## src/rtl/muldiv_sequencer.sv

```systemverilog
// RV32M multiply/divide sequencer: shift-add multiply and restoring divide,
// one iteration per clock, with sign fixup and a registered result.
module muldiv_sequencer #(
    parameter int XLEN  = 32,
    parameter int CNT_W = 6
) (
    input  logic            clk,
    input  logic            reset,
    input  logic            flush_pipe,
    input  logic            start,
    input  logic [2:0]      funct3,
    input  logic [XLEN-1:0] op_a,
    input  logic [XLEN-1:0] op_b,
    output logic            stall_pipe,
    output logic            busy,
    output logic [XLEN-1:0] result,
    output logic            result_valid
);

    localparam int IW = $clog2(XLEN);

    typedef enum logic [1:0] {
        IDLE,
        CALC,
        FIXUP,
        DONE
    } state_t;

    state_t              state_q, state_d;
    logic [2:0]          f3_q, f3_d;
    logic [XLEN-1:0]     a_q, a_d;
    logic [XLEN-1:0]     b_q, b_d;
    logic                neg_a_q, neg_a_d;
    logic                neg_b_q, neg_b_d;
    logic [CNT_W-1:0]    cnt_q, cnt_d;
    logic [2*XLEN-1:0]   prod_q, prod_d;
    logic [XLEN-1:0]     rem_q, rem_d;
    logic [XLEN-1:0]     quo_q, quo_d;
    logic [XLEN-1:0]     res_q, res_d;

    logic                sa, sb;
    logic [XLEN-1:0]     a_mag, b_mag;
    logic [XLEN:0]       rem_sh, trial;
    logic [2*XLEN-1:0]   prod_fix;
    logic [XLEN-1:0]     quo_fix, rem_fix, sel;

    // Sign flags of the incoming op: only signed operand positions count.
    always_comb begin
        sa = 1'b0;
        sb = 1'b0;
        unique case (funct3)
            3'b001, 3'b100, 3'b110: begin
                sa = op_a[XLEN-1];
                sb = op_b[XLEN-1];
            end
            3'b010: sa = op_a[XLEN-1];
            default: ;
        endcase
        a_mag = sa ? -op_a : op_a;
        b_mag = sb ? -op_b : op_b;
    end

    always_comb begin
        rem_sh   = {rem_q, quo_q[XLEN-1]};
        trial    = rem_sh - {1'b0, b_q};
        prod_fix = (neg_a_q ^ neg_b_q) ? -prod_q : prod_q;
        quo_fix  = (neg_a_q ^ neg_b_q) ? -quo_q : quo_q;
        rem_fix  = neg_a_q ? -rem_q : rem_q;
        unique case (f3_q)
            3'b000:                 sel = prod_fix[XLEN-1:0];
            3'b001, 3'b010, 3'b011: sel = prod_fix[2*XLEN-1:XLEN];
            3'b100, 3'b101:         sel = quo_fix;
            default:                sel = rem_fix;
        endcase
    end

    always_comb begin
        state_d    = state_q;
        f3_d       = f3_q;
        a_d        = a_q;
        b_d        = b_q;
        neg_a_d    = neg_a_q;
        neg_b_d    = neg_b_q;
        cnt_d      = cnt_q;
        prod_d     = prod_q;
        rem_d      = rem_q;
        quo_d      = quo_q;
        res_d      = res_q;
        stall_pipe = 1'b0;

        unique case (state_q)
            IDLE: begin
                stall_pipe = start;
                if (start && !flush_pipe) begin
                    f3_d    = funct3;
                    a_d     = a_mag;
                    b_d     = b_mag;
                    neg_a_d = sa;
                    neg_b_d = sb;
                    cnt_d   = '0;
                    prod_d  = '0;
                    rem_d   = '0;
                    quo_d   = a_mag;
                    if (funct3[2] && op_b == '0) begin
                        res_d   = funct3[1] ? op_a : '1;
                        state_d = DONE;
                    end else begin
                        state_d = CALC;
                    end
                end
            end
            CALC: begin
                stall_pipe = 1'b1;
                cnt_d      = cnt_q + 1'b1;
                if (f3_q[2]) begin
                    rem_d = trial[XLEN] ? rem_sh[XLEN-1:0]
                                        : trial[XLEN-1:0];
                    quo_d = {quo_q[XLEN-2:0], ~trial[XLEN]};
                end else if (b_q[cnt_q[IW-1:0]]) begin
                    prod_d = prod_q
                           + ({{XLEN{1'b0}}, a_q} << cnt_q);
                end
                if (cnt_q == CNT_W'(XLEN-1)) begin
                    state_d = FIXUP;
                end
            end
            FIXUP: begin
                stall_pipe = 1'b1;
                if (!flush_pipe) begin
                    res_d = sel;
                end
                state_d = DONE;
            end
            DONE: state_d = IDLE;
            default: state_d = IDLE;
        endcase

        if (flush_pipe) begin
            state_d = IDLE;
        end
    end

    always_ff @(posedge clk) begin
        if (reset) begin
            state_q <= IDLE;
            f3_q    <= '0;
            a_q     <= '0;
            b_q     <= '0;
            neg_a_q <= 1'b0;
            neg_b_q <= 1'b0;
            cnt_q   <= '0;
            prod_q  <= '0;
            rem_q   <= '0;
            quo_q   <= '0;
            res_q   <= '0;
        end else begin
            state_q <= state_d;
            f3_q    <= f3_d;
            a_q     <= a_d;
            b_q     <= b_d;
            neg_a_q <= neg_a_d;
            neg_b_q <= neg_b_d;
            cnt_q   <= cnt_d;
            prod_q  <= prod_d;
            rem_q   <= rem_d;
            quo_q   <= quo_d;
            res_q   <= res_d;
        end
    end

    assign busy         = (state_q != IDLE);
    assign result       = res_q;
    assign result_valid = (state_q == DONE);

endmodule

```

## config.mk

```make
export PLATFORM = sky130hd
export DESIGN_NAME = muldiv_sequencer
export DESIGN_NICKNAME = d
export VERILOG_FILES = /design/src/rtl/muldiv_sequencer.sv
export SDC_FILE = /design/constraint.sdc
export NUM_CORES = 1
export LEC_CHECK = 0
export ABC_CLOCK_PERIOD_IN_PS = 6800
export BUFFER_PORTS_ARGS = -buffer_cell sky130_fd_sc_hd__buf_2
export CORE_MARGIN = 8
export CORE_UTILIZATION = 50
export DETAILED_ROUTE_END_ITERATION = 8
export PLACE_DENSITY = 0.77
export SLEW_MARGIN = 20
export SYNTH_ARGS = -nofsm -noshare
export SYNTH_HDL_FRONTEND = slang
export SYNTH_SLANG_ARGS = --single-unit
export TNS_END_PERCENT = 1
```

## constraint.sdc

```tcl
create_clock -name clk -period 6.8 [get_ports clk]
set_input_delay 0.68 -clock clk [delete_from_list [all_inputs] [get_ports clk]]
set_output_delay 0.68 -clock clk [all_outputs]
set_load 0.1 [all_outputs]
```

==> impl_metrics.csv <==
group,metric,value,unit
outcome,status,"finished, final reports clean",
logic_synthesis,seq_area_frac_synth,21.9,%
floorplan,core,0.0430,mm^2
floorplan,die_x,224,um
clocking,cts_tree,"built",
sta,layout_min_cycle_time,5.81,ns
power,power.leakage,9.19,nW
grt,grt_pass1_vias,20700,
floorplan,die_area,0.0503,mm^2
logic_synthesis,synthFlopType,"dfxtp_1",
layout,fin_nets,3135,
layout,multi_input_area,0.0159,mm^2
logic_synthesis,synth_edf_count,0,
power,power.density,180,mW/mm^2
worst_setup_path,cp_data_arrival_time,6.26,ns
clocking,clk_path_buf_depth,3,
clocking,numCtsBuffers,30,
drt,vias,23100,
floorplan,die_height,224,um
drt,drtPass1Iterations,7,
logic_synthesis,synth_cell_types,89,
layout,final_common_cell,"nand2_1",
worst_setup_path,critPathRequiredTime,7.25,ns
sta,drv_slew,0,
worst_setup_path,worstPathMaxFanout,40,
clocking,cts_setup_buffers,0,
drt,route.detailed.drc,0,
power,switchingPower,1.44,mW
drt,drt_wl_total,83900,um
logic_synthesis,yosysWarningCount,0,
place,dpl.hpwl,64700,um
sta,rsz0062_at_grt,"false",
clocking,clk_latency,0.63,ns
grt,grt_pass1_wl,125000,um
floorplan,io_pins,106,
sta,finalSetupViolCount,0,
floorplan,rows,76,
power,seqPwrFrac,35.8,%
min_path,hp-class,"primary input to flop",
power,switching_share,33.8,%
clocking,ctsHtreeMaxLevel,1,
logic_synthesis,syn-cell-area,0.0217,mm^2
worst_setup_path,worstSetupPathType,"flop to flop",
sta,fmax,0.172,GHz
sta,hold_viol_final,0,
drt,wl_per_cell,23.5,um
logic_synthesis,avgSynthCellArea,7.28,um^2
layout,drive_gt1_share,9.97,%
place,io_buffers,105,
logic_synthesis,async_flop_share,0,%
sta,tns,0,ns
clocking,ctsHoldBuffers,0,
worst_setup_path,crit_chain,"buf_4, mux4_2, mux2i_1, nand2_1, o21ai_0, mux2i_1, and2_1, ha_1, and3_1, nand2_1, a2111oi_2, o21ai_1, a21oi_1, a41oi_1, o41ai_1, xnor2_1, o21ai_1",
worst_setup_path,cp-start-kind,"flop",
run,drv_cap,0,
power,power,4.25,mW
drt,vias_per_cell,6.47,
logic_synthesis,synth_seq_cells,237,
layout,mostFrequentLayoutCells,"nand2_1, nor2_1, a21oi_1",
layout,n_fill_cell,4156,
worst_setup_path,crit_path_end_kind,"flop",
drt,ant_nets,0,
floorplan,initial_utilization,50.4,%
grt,globalRouteOverflowTotal,0,
layout,area_growth,8.90,%
drt,drtIter0Drc,2917,
clocking,root_buffer,"clkbuf_16",
logic_synthesis,syn_inst,2979,
power,combPwrFrac,21.9,%
sta,post-route-period-util,85.4,%
clocking,clk_pin_slew,0.07,ns
clocking,clock_sinks,237,
power,power.internal,2.81,mW
sta,worstMarginPinSlew,1.09,ns
power,pwr-share-clk,42.3,%
sta,relSlewSlack,26.7,%
logic_synthesis,syn_nets,3158,
grt,antenna_found_initial,2,
sta,skew,0.0527,ns
grt,grt_max_degree,79,
layout,seq_area,0.00475,mm^2
worst_setup_path,cpMaxStageDelayCell,"dfxtp_2",
worst_setup_path,cpPeakStageDelay,0.65,ns
clocking,cts-resized-gates,0,
place,gp_congestion,1.02,
power,vdd_drop_max,206,uV
grt,grtUsageTotal,31.4,%
==> cell families (layout without fill, tap and decap cells) <==
kind of cell | Yosys count | after routing | share of synthesized area, %
DFF | 237 | 237 | 21.9
other | 0 | 1 | 0
adders and majority gates | 108 | 108 | 6.30
xor gates and xnor gates | 263 | 263 | 10.6
buffers and inverters | 287 | 288 | 5.16
AOI/OAI and AO/OA | 949 | 949 | 27.3
muxes | 131 | 131 | 7.64
and+or+nand+nor | 1004 | 1004 | 21.1
==> per-layer routing <==
layer	wire [um]	global-route usage, %	vias to the layer above
met1	35100	42.5	10800
met3	8670	5.47	245
met2	35400	48.2	1305
met5	17	0	-
met4	4720	15.0	4
li1	-	-	10700
==> registers in the layout (all words and copies together), names as in the netlist <==
signal,flops
neg_a_q,1
b_q,32
result,32
prod_q,64
f3_q,3
cnt_q,6
neg_b_q,1
quo_q,32
a_q,32
rem_q,32
state_q,2
==> layout make-up <==
type | count | area share [%]
antenna | 1 | 0.0106
clock buffer | 38 | 3.52
clock inverter | 18 | 1.13
inverter | 90 | 1.43
multi-input combinational | 2455 | 67.3
sequential | 237 | 20.1
tap | 585 | 3.10
timing repair buffer | 142 | 3.43
==> synthesized netlist by cell type (all sizes together), types with 5 or more instances <==
library cell  number  share of area [%]
o2111ai            5               0.20
mux2i             81                3.7
o21bai            14               0.48
xor2             131                5.3
o41ai             15               0.61
or2                9               0.26
nor2b             16               0.46
xnor2            132                5.3
nand2            399                6.9
o31ai             44                1.6
a221o              5               0.23
inv               87                1.5
a21oi            272                6.3
and3              13               0.38
a211oi            68                2.4
mux4              25                2.6
o21ai            268                6.2
o221ai            17               0.72
or4               25               0.94
nor3b              7               0.24
a22o               7               0.28
nor4              20               0.58
or3               32               0.95
o22ai             23               0.66
a22oi             20               0.69
nand4             26               0.82
nand2b            25               0.72
buf               37               0.83
nor3              63                1.6
o21a              11               0.38
mux2              25                1.3
dfxtp            237                 22
a21boi             6               0.21
nand3             37               0.85
and2              24               0.69
o211ai            42                1.5
clkbuf           160                2.8
nor2             299                5.3
a221oi            12               0.51
a31oi             24               0.69
ha               106                6.1
a21o              53                1.8
a311oi             8               0.32
==> worst max-delay path, delay by kind of cell (launching register included) <==
family	cells	cell delay, ns
AOI/OAI and AO/OA	7	2.08
buffers and inverters	1	0.59
xor gates and xnor gates	1	0.17
DFF	1	0.65
and+or+nand+nor	4	0.66
muxes	3	1.03
adders and majority gates	1	0.43
==> power groups by stage <==
stage / Clock (mW) / Sequential, mW / Combinational [mW]
4_1_cts: 1.81 / 1.52 / 0.903
5_1_grt: 1.85 / 1.52 / 0.995
2_1_floorplan: 0 / 1.52 / 0.633
6_report: 1.79 / 1.52 / 0.932
3_3_place_gp: 0 / 1.55 / 0.884
3_5_place_dp: 0 / 1.55 / 0.898
==> stage by stage <==
step	util [%]	std cells	cell area, um^2	setup slack [ns]	hold WS, ns
after global placement	52.3	3509	22500	1.22	0.437
after floorplan	-	2979	21700	1.73	0.442
after detailed placement	52.3	3509	22500	1.08	0.445
after global routing	54.9	3565	23600	0.597	0.383
final	54.9	3566	23600	0.992	0.370
after CTS	54.9	3565	23600	1.05	0.343
==> worst paths after layout <==
path	cells after the start	slack, ns	endpoint	startpoint
setup / recovery	17	0.99	prod_q[60]	cnt_q[1]
hold / removal	2	0.37	state_q[1]	flush_pipe
setup reg to reg	17	0.99	prod_q[60]	cnt_q[1]
hold reg to reg	2	0.45	result[23]	result[23]
Note: power is estimated with default switching activity, not from simulation.
